==> config.mk <==
export PLATFORM = sky130hd
export DESIGN_NAME = multicycle_control
export DESIGN_NICKNAME = d
export VERILOG_FILES = /design/src/rtl/rv_ctrl_pkg.sv /design/src/rtl/alu_decoder.sv /design/src/rtl/multicycle_control.sv
export SDC_FILE = /design/constraint.sdc
export NUM_CORES = 1
export LEC_CHECK = 0
export ABC_AREA = 1
export CORE_MARGIN = 5
export CORE_UTILIZATION = 35
export CTS_CLUSTER_SIZE = 24
export DETAILED_ROUTE_END_ITERATION = 10
export PLACE_DENSITY_LB_ADDON = 0.1
export SYNTH_ARGS = -nofsm -noshare
export SYNTH_HDL_FRONTEND = slang
export SYNTH_SLANG_ARGS = --single-unit
==> constraint.sdc <==
create_clock -name clk -period 2 [get_ports clk]
set_input_delay 0.2 -clock clk [delete_from_list [all_inputs] [get_ports clk]]
set_output_delay 0.2 -clock clk [all_outputs]
set_load 0.005 [all_outputs]
==> src/rtl/rv_ctrl_pkg.sv <==
// ---------------------------------------------------------------------------
// rv_ctrl_pkg
// Shared definitions for the multicycle RISC-V control unit: the FSM state
// enumeration, the major opcode constants and the encodings driven onto the
// datapath select/control lines.
//
// Configuration macro: RV_ITYPE_ALU_EN
//   Defined   -> an EXEC_I state exists for register-immediate ALU ops.
//   Undefined -> no EXEC_I state; OP-IMM instructions are illegal.
// ---------------------------------------------------------------------------
package rv_ctrl_pkg;

  // FSM states. The encoding is left to the enum; nothing outside the
  // control unit depends on the numeric values.
  typedef enum logic [3:0] {
    S_IDLE,
    S_FETCH,
    S_DECODE,
    S_MEM_ADR,
    S_MEM_READ,
    S_MEM_WB,
    S_MEM_WRITE,
    S_EXEC_R,
`ifdef RV_ITYPE_ALU_EN
    S_EXEC_I,
`endif
    S_ALU_WB,
    S_BRANCH,
    S_TRAP
  } state_t;

  // Major opcodes (IR[6:0]) recognised by the decoder
  localparam logic [6:0] OP_LOAD   = 7'b0000011;
  localparam logic [6:0] OP_STORE  = 7'b0100011;
  localparam logic [6:0] OP_RTYPE  = 7'b0110011;
  localparam logic [6:0] OP_BRANCH = 7'b1100011;
  localparam logic [6:0] OP_ITYPE  = 7'b0010011;

  // ALU operation encodings
  localparam logic [2:0] ALU_ADD     = 3'b000;
  localparam logic [2:0] ALU_SUB     = 3'b001;
  localparam logic [2:0] ALU_AND     = 3'b010;
  localparam logic [2:0] ALU_OR      = 3'b011;
  localparam logic [2:0] ALU_INVALID = 3'b111;

  // func3 values that map onto a supported ALU operation
  localparam logic [2:0] F3_ADD = 3'b000;
  localparam logic [2:0] F3_OR  = 3'b110;
  localparam logic [2:0] F3_AND = 3'b111;

  // Immediate format selection
  localparam logic [2:0] IMM_I = 3'b000;
  localparam logic [2:0] IMM_S = 3'b001;
  localparam logic [2:0] IMM_B = 3'b010;

  // ALU operand A select
  localparam logic [1:0] SRC_A_PC     = 2'b00;
  localparam logic [1:0] SRC_A_OLD_PC = 2'b01;
  localparam logic [1:0] SRC_A_RS1    = 2'b10;

  // ALU operand B select
  localparam logic [1:0] SRC_B_RS2  = 2'b00;
  localparam logic [1:0] SRC_B_IMM  = 2'b01;
  localparam logic [1:0] SRC_B_FOUR = 2'b10;

  // Result / writeback select
  localparam logic [1:0] RES_ALU_OUT = 2'b00;
  localparam logic [1:0] RES_MEM     = 2'b01;
  localparam logic [1:0] RES_ALU     = 2'b10;

  // Memory address select
  localparam logic ADR_PC      = 1'b0;
  localparam logic ADR_ALU_OUT = 1'b1;

  // True for the two opcodes that go through the address-calculation state
  function automatic logic is_mem_op(input logic [6:0] op);
    return (op == OP_LOAD) || (op == OP_STORE);
  endfunction

endpackage : rv_ctrl_pkg

==> src/rtl/alu_decoder.sv <==
// ---------------------------------------------------------------------------
// alu_decoder
// Translates an instruction's func3 field into the ALU operation code for
// register-register (and, when enabled, register-immediate) instructions.
// Unsupported func3 values produce ALU_INVALID rather than a trap; the
// instruction still retires through the writeback state.
//
// Ports:
//   func3       in  [2:0]  instruction func3 field
//   alu_control out [2:0]  ALU operation (add/and/or or invalid)
// ---------------------------------------------------------------------------
module alu_decoder
  import rv_ctrl_pkg::*;
(
  input  logic [2:0] func3,
  output logic [2:0] alu_control
);

  // Only add, or and and are implemented; everything else is flagged
  // invalid so the datapath can recognise it.
  always_comb begin
    alu_control = ALU_INVALID;
    case (func3)
      F3_ADD:  alu_control = ALU_ADD;
      F3_OR:   alu_control = ALU_OR;
      F3_AND:  alu_control = ALU_AND;
      default: alu_control = ALU_INVALID;
    endcase
  end

endmodule : alu_decoder

==> src/rtl/multicycle_control.sv <==
// ---------------------------------------------------------------------------
// multicycle_control
// Moore-style control FSM for a multicycle RISC-V datapath. Sequences
// fetch, decode, load/store, register ALU ops and beq, and parks in TRAP
// on any unrecognised opcode until reset.
//
// Configuration macro: RV_ITYPE_ALU_EN
//   Defined   -> OP-IMM (0010011) runs through EXEC_I then ALU_WB.
//   Undefined -> OP-IMM traps like any other unknown opcode.
//
// Ports:
//   clk          in      clock, rising edge
//   rst          in      asynchronous active-high reset
//   op_code      in  [6:0] IR[6:0]
//   func3        in  [2:0] instruction func3
//   func7        in  [6:0] instruction func7 (not needed by this op set)
//   zero         in      ALU result is zero
//   mem_ready    in      memory accepted/completed the current access
//   mem_req      out     memory access request
//   mem_write    out     memory access is a write
//   adr_src      out     memory address select (0=PC, 1=ALUOut)
//   ir_write     out     load instruction register
//   pc_write     out     update program counter
//   reg_write    out     write register file
//   alu_src_a    out [1:0] ALU A select (PC / oldPC / rs1)
//   alu_src_b    out [1:0] ALU B select (rs2 / imm / 4)
//   result_src   out [1:0] result select (ALUOut / mem data / ALU result)
//   imm_type     out [2:0] immediate format (I / S / B)
//   alu_control  out [2:0] ALU operation
//   illegal      out     sticky illegal-instruction flag (TRAP state)
// ---------------------------------------------------------------------------
module multicycle_control
  import rv_ctrl_pkg::*;
(
  input  logic       clk,
  input  logic       rst,
  input  logic [6:0] op_code,
  input  logic [2:0] func3,
  input  logic [6:0] func7,
  input  logic       zero,
  input  logic       mem_ready,
  output logic       mem_req,
  output logic       mem_write,
  output logic       adr_src,
  output logic       ir_write,
  output logic       pc_write,
  output logic       reg_write,
  output logic [1:0] alu_src_a,
  output logic [1:0] alu_src_b,
  output logic [1:0] result_src,
  output logic [2:0] imm_type,
  output logic [2:0] alu_control,
  output logic       illegal
);

  state_t     state;
  state_t     next_state;
  logic       is_store;
  logic [2:0] func_alu_control;

  // func7 distinguishes add/sub and friends in the full ISA; this op set
  // does not need it, so it is folded into a deliberately unused signal.
  logic unused_func7;
  assign unused_func7 = ^func7;

  alu_decoder u_alu_decoder (
    .func3       (func3),
    .alu_control (func_alu_control)
  );

  // State register. The load/store flavour is captured while decoding so
  // that MEM_ADR's outputs depend on state only, not on the IR bits.
  always_ff @(posedge clk or posedge rst) begin
    if (rst) begin
      state    <= S_IDLE;
      is_store <= 1'b0;
    end else begin
      state <= next_state;
      if (state == S_DECODE) begin
        is_store <= (op_code == OP_STORE);
      end
    end
  end

  // Next-state and output decode. Every output defaults to zero so each
  // state lists only what it asserts; IDLE and TRAP rely on this.
  always_comb begin
    next_state  = state;
    mem_req     = 1'b0;
    mem_write   = 1'b0;
    adr_src     = ADR_PC;
    ir_write    = 1'b0;
    pc_write    = 1'b0;
    reg_write   = 1'b0;
    alu_src_a   = SRC_A_PC;
    alu_src_b   = SRC_B_RS2;
    result_src  = RES_ALU_OUT;
    imm_type    = IMM_I;
    alu_control = ALU_ADD;
    illegal     = 1'b0;

    case (state)
      S_IDLE: begin
        next_state = S_FETCH;
      end

      // PC+4 is computed alongside the instruction read; IR and PC are
      // only committed in the cycle the memory completes the access.
      S_FETCH: begin
        mem_req     = 1'b1;
        adr_src     = ADR_PC;
        alu_src_a   = SRC_A_PC;
        alu_src_b   = SRC_B_FOUR;
        alu_control = ALU_ADD;
        result_src  = RES_ALU;
        ir_write    = mem_ready;
        pc_write    = mem_ready;
        if (mem_ready) begin
          next_state = S_DECODE;
        end
      end

      // The branch target (oldPC + B-imm) is computed speculatively here
      // so BRANCH only has to do the comparison.
      S_DECODE: begin
        alu_src_a   = SRC_A_OLD_PC;
        alu_src_b   = SRC_B_IMM;
        imm_type    = IMM_B;
        alu_control = ALU_ADD;
        if (is_mem_op(op_code)) begin
          next_state = S_MEM_ADR;
        end else if (op_code == OP_RTYPE) begin
          next_state = S_EXEC_R;
        end else if (op_code == OP_BRANCH) begin
          next_state = S_BRANCH;
`ifdef RV_ITYPE_ALU_EN
        end else if (op_code == OP_ITYPE) begin
          next_state = S_EXEC_I;
`endif
        end else begin
          next_state = S_TRAP;
        end
      end

      S_MEM_ADR: begin
        alu_src_a   = SRC_A_RS1;
        alu_src_b   = SRC_B_IMM;
        alu_control = ALU_ADD;
        imm_type    = is_store ? IMM_S : IMM_I;
        next_state  = is_store ? S_MEM_WRITE : S_MEM_READ;
      end

      S_MEM_READ: begin
        mem_req = 1'b1;
        adr_src = ADR_ALU_OUT;
        if (mem_ready) begin
          next_state = S_MEM_WB;
        end
      end

      S_MEM_WRITE: begin
        mem_req   = 1'b1;
        mem_write = 1'b1;
        adr_src   = ADR_ALU_OUT;
        if (mem_ready) begin
          next_state = S_FETCH;
        end
      end

      S_MEM_WB: begin
        reg_write  = 1'b1;
        result_src = RES_MEM;
        next_state = S_FETCH;
      end

      // Unsupported func3 values still retire via ALU_WB with the invalid
      // ALU code; they are not treated as illegal instructions.
      S_EXEC_R: begin
        alu_src_a   = SRC_A_RS1;
        alu_src_b   = SRC_B_RS2;
        alu_control = func_alu_control;
        next_state  = S_ALU_WB;
      end

`ifdef RV_ITYPE_ALU_EN
      S_EXEC_I: begin
        alu_src_a   = SRC_A_RS1;
        alu_src_b   = SRC_B_IMM;
        imm_type    = IMM_I;
        alu_control = func_alu_control;
        next_state  = S_ALU_WB;
      end
`endif

      S_ALU_WB: begin
        reg_write  = 1'b1;
        result_src = RES_ALU_OUT;
        next_state = S_FETCH;
      end

      // rs1 - rs2 sets zero; ALUOut still holds the target from DECODE.
      S_BRANCH: begin
        alu_src_a   = SRC_A_RS1;
        alu_src_b   = SRC_B_RS2;
        alu_control = ALU_SUB;
        result_src  = RES_ALU_OUT;
        pc_write    = zero;
        next_state  = S_FETCH;
      end

      S_TRAP: begin
        illegal    = 1'b1;
        next_state = S_TRAP;
      end

      default: begin
        next_state = S_IDLE;
      end
    endcase
  end

endmodule : multicycle_control
Word-level counts from Yosys, hierarchy flattened
Index checks and enable logic that the tools add are counted.
{"block": "op_classes", "muxes": 22, "reduce_logical": 10, "n_eq_ne": 19}
{"cell": "4-bit case mux with 8 select lines", "n": 1}
{"cell": "4-bit 2-to-1 mux", "n": 5}
{"cell": "4-bit by 3-bit equality test with 1-bit output (second input constant)", "n": 4}
{"cell": "2-bit case mux with 2 select lines", "n": 4}
{"cell": "7-bit by 6-bit equality test with 1-bit output (second input constant)", "n": 2}
{"cell": "4-bit equality test (second input constant)", "n": 3}
{"cell": "3-bit case mux with 3 select lines", "n": 1}
{"cell": "4-bit by 2-bit equality test with 1-bit output (second input constant)", "n": 2}
{"cell": "7-bit by 2-bit equality test with 1-bit output (second input constant)", "n": 1}
{"cell": "7-bit equality test (second input constant)", "n": 1}
{"cell": "1-bit 2-to-1 mux", "n": 7}
{"cell": "3-bit equality test (second input constant)", "n": 2}
{"cell": "2-bit inequality test (second input constant)", "n": 3}
{"cell": "3-bit case mux with 2 select lines", "n": 1}
{"cell": "2-bit OR reduction", "n": 3}
{"cell": "3-bit OR reduction", "n": 2}
{"cell": "4-bit by 1-bit equality test with 1-bit output (second input constant)", "n": 1}
{"cell": "4-bit logical NOT", "n": 1}
{"cell": "2-bit 2-to-1 mux", "n": 2}
{"cell": "4-bit OR reduction", "n": 1}
{"cell": "3-bit logical NOT", "n": 1}
{"cell": "3-bit AND reduction", "n": 1}
{"cell": "1-bit case mux with 2 select lines", "n": 1}
{"cell": "1-bit logical OR", "n": 1}
{"block": "totals", "input_bits": 21, "ff_bits": 5, "word_cells": 53, "out_inout_bits": 19}

Depth between registers and ports, before layout
{"block": "logic_depth", "depth_word": 5, "depth_mapped": 8}

Hierarchy
A second synthesis with hierarchy kept.
{"block": "hier_totals", "hier_cells": 98, "hier_area_um2": 548.0}
{"module": "multicycle_control", "instances": 1, "cells_per_inst": 90, "area_each_um2": 508.0}
{"module": "alu_decoder", "instances": 1, "cells_per_inst": 8, "area_each_um2": 40.0}

Least setup slack after synthesis
No wires, ideal clock.
{"block": "synth_timing", "path_kind": "reg2out", "start": "reg state[2]", "end": "out alu_control[2]", "setup_slack_ns": 0.823, "t_arrival_ns": 0.977, "required_time_ns": 1.800, "path_stages_with_launch": 6, "path_cell_list": "dfrtp_1 inv_2 nor2_4 nand3_1 nor2_2 a21boi_1"}
{"block": "synth_between", "elab_chain_len": 2, "word_cells_on_any_way": 3, "classes_between": "eq/ne (2); mux (1)"}
{"item": "start: declaration", "line_no": "multicycle_control.sv:56", "source": "state_t state;"}
{"item": "start signal: assignment", "line_no": "multicycle_control.sv:78", "source": "state <= next_state;"}
{"item": "4-bit equality test / 4-bit by 3-bit equality test with 1-bit output (equally long branches)", "line_no": "multicycle_control.sv:102", "source": "case (state)"}
{"item": "3-bit case mux with 2 select lines (*)", "line_no": "multicycle_control.sv:102"}
{"item": "end: declaration", "line_no": "multicycle_control.sv:52", "source": "output logic [2:0] alu_control,"}
Mark *: on every way between the ends. The rest lies on a longest branch, timed or not.

Worst setup path after layout
{"block": "layout_timing", "start": "reg state[3]", "end": "out pc_write"}
{"block": "layout_between", "elab_chain_len": 2, "word_cells_on_any_way": 3, "classes_between": "eq/ne (2); mux (1)"}
{"item": "4-bit equality test / 4-bit by 1-bit equality test with 1-bit output (equally long branches)", "line_no": "multicycle_control.sv:102"}
{"item": "1-bit case mux with 2 select lines (*)", "line_no": "multicycle_control.sv:102"}
{"item": "end: declaration", "line_no": "multicycle_control.sv:46", "source": "output logic pc_write,"}
Marked as above.

==> results.cfg <==
[run_status]
status = finished clean

[global_routing]
antenna_found_initial = 0
grt_pass1_wl_mm = 2.366
grt_max_degree = 8
grt_use_total_pct = 12.37
grt.overflow.total = 0
grt_pass1_vias = 564

[clocking]
hold_buffers = 0
cts-htree-levels = 1
cts_root_buf = clkbuf_4
clock_latency_ns = 0.24
cts_buffer_depth = 2
clk_pin_slew_ns = 0.04
cts_buffers = 3
cts.sinks = 5
cts_tree = done

[layout]
fill_cells = 136
nets = 150
final_cell_mix = 29 x clkdlybuf4s50_1, 24 x nand2_1, 15 x inv_1, 11 x nor2_1, 6 x nand3_1
fin_util_pct = 62.67
multi_input_area_sq_um = 342.8
layoutNonFillerInstCount = 144
antennaDiodeCount = 0
mostFrequentLayoutCell = clkdlybuf4s50_1
syn2layout_area_growth_pct = 73.82
ff_latch_area_sq_um = 127.6
final_layout_size_suffix_gt1_share_pct = 17.97

[place]
io_buffers = 31
dpl.hpwl_mm = 1.219
gp_congestion = 0.7645
placement.setup.worst_slack_ns = 0.2146
dp.cells = 137

[yosys]
seq_area_frac_synth_pct = 23.58
syn_area_sq_um = 530.5
ys_warn_count = 0
async_flop_share_pct = 100.0
ys_types = 20
synth-main-ff-cell = dfrtp_1
ys_seq_elements = 5
synth_fp_nets = 113
avgSynthCellArea_sq_um = 5.766
syn_inst = 92
synth-edff-count = 0

[setup_path]
crit_required_ns = 1.80
r2r-end = state[2]$_DFFE_PP0P_
reg2reg_depth = 7
worst-r2r-setup-slack_ns = 0.79
r2r-start = state[3]$_DFFE_PP0P_
crit_path_start_kind = flip-flop
critPathKind = flip-flop to output pin
end_kind = output pin
cp.arrival_ns = 1.70
cp_max_fo = 4

[drt]
route.detailed.drc = 0
vias = 661
via_per_inst = 4.590
drtPass1Iterations = 4
wirelength_mm = 1.526
post_drt_wl_per_cell_microns = 10.60
drt_iter0_markers = 10
ant_nets = 0

[die]
die_area_sq_um = 2394
die_h_microns = 48.93
ios = 40
fp-row-count = 14
die_w_microns = 48.93
start_util_pct = 36.05
core_sq_um = 1471

[timing]
fmax_mhz = 525.2
skew_ns = 0.0009782
rsz0062_at_grt = false
min_period_ns = 1.904
hold_viol = 0
period_share_pct = 95.20
fin_tns_setup_ns = 0
layout_setup_ws_ns = 0.09595
setup_viol = 0
drv_slew = 0

[pwr]
powerDensity_nw_per_um2 = 1279
peakVddDrop_mv = 0.7701
power.leakage_nw = 0.4973

[flow_run]
cap_violations = 0

[min_path]
hold_class = primary input to asynchronous set/reset pin
layer usage:
layer	vias to the layer above	global-route usage, %	wire [microns]
li1	352	-	-
met1	276	14.05	654
met2	27	20.22	732
met3	6	3.058	100
met4	0	8.072	38
met5	-	0	0
kinds of logic (layout without fill, tap and decap cells):
logic type	Yosys count	count (layout)	synth area share [%]
AO/OA/AOI/OAI	10	10	11.08
buffers and inverters	20	56	15.56
other	1	1	0.7069
flip-flops	5	5	23.58
AND/OR/NAND/NOR	56	56	49.06
where the power goes:
part	internal (W)	leakage (nW)	total (W)	switching, W
Combinational	0.000423	0.422	0.000847	0.000424
Clock	0.0000752	0.0150	0.000113	0.0000383
Sequential	0.000155	0.0603	0.000219	0.0000636
Yosys cell counts, types with 2 or more instances:
master	count	share of area, %
inv_2	3	2.1
nor2_2	3	3.5
nand2_1	25	18
nor2_1	12	8.5
dfrtp_1	5	24
nor2_4	2	4.2
nand3_1	7	6.6
inv_1	15	11
a21oi_1	3	2.8
nor3_1	2	1.9
nand2_2	3	3.5
buf_4	2	2.8
o21ai_1	3	2.8
critical path, stage by stage, from the launching register on:
cell and delay, ns:
dfrtp_2 0.44, nor2_1 0.20, nand2_2 0.11, nor2_2 0.11, a31o_1 0.11, clkdlybuf4s50_1 0.50
state kept, by name (all words and copies together) (netlist names):
register,count
is_store,1
state,4
per-stage QoR:
stage	area [sq um]	power (W)	hold slack, ns
6_report	922.1	0.001179	0.1490
5_1_grt	922.1	0.001295	0.1422
4_1_cts	880.8	0.001129	0.1419
3_3_place_gp	845.8	0.0009908	0.4015
3_5_place_dp	845.8	0.0009921	0.4013
2_1_floorplan	530.5	0.0006477	-0.02148
repair_timing:
action                     CTS  global route
pin swaps                    1             2
gates resized for setup      1             8
setup endpoints to repair    2             6
buffers inserted             1             2
cloned                       0             0
area by class of cell:
class / count / share of cell area (%)
Clock buffer: 4 / 2.849
Inverter: 18 / 7.327
Multi-Input combinational cell: 67 / 37.18
Sequential cell: 5 / 13.84
Tap cell: 16 / 2.171
Timing Repair Buffer: 34 / 36.64
worst max-delay path by stage:
stage	from	end	slack [ns]	cells past startpoint
3_5_place_dp	func3[2]	alu_control[2]	0.21	5
5_1_grt	state[3]$_DFFE_PP0P_	pc_write	0.0004	5
3_3_place_gp	func3[2]	alu_control[2]	0.21	5
2_1_floorplan	state[2]$_DFFE_PP0P_	alu_control[2]	0.82	5
6_report	state[3]$_DFFE_PP0P_	pc_write	0.1	5
4_1_cts	state[0]$_DFFE_PP0P_	pc_write	0.002	6
No activity file was read; power rests on OpenSTA's default activity.
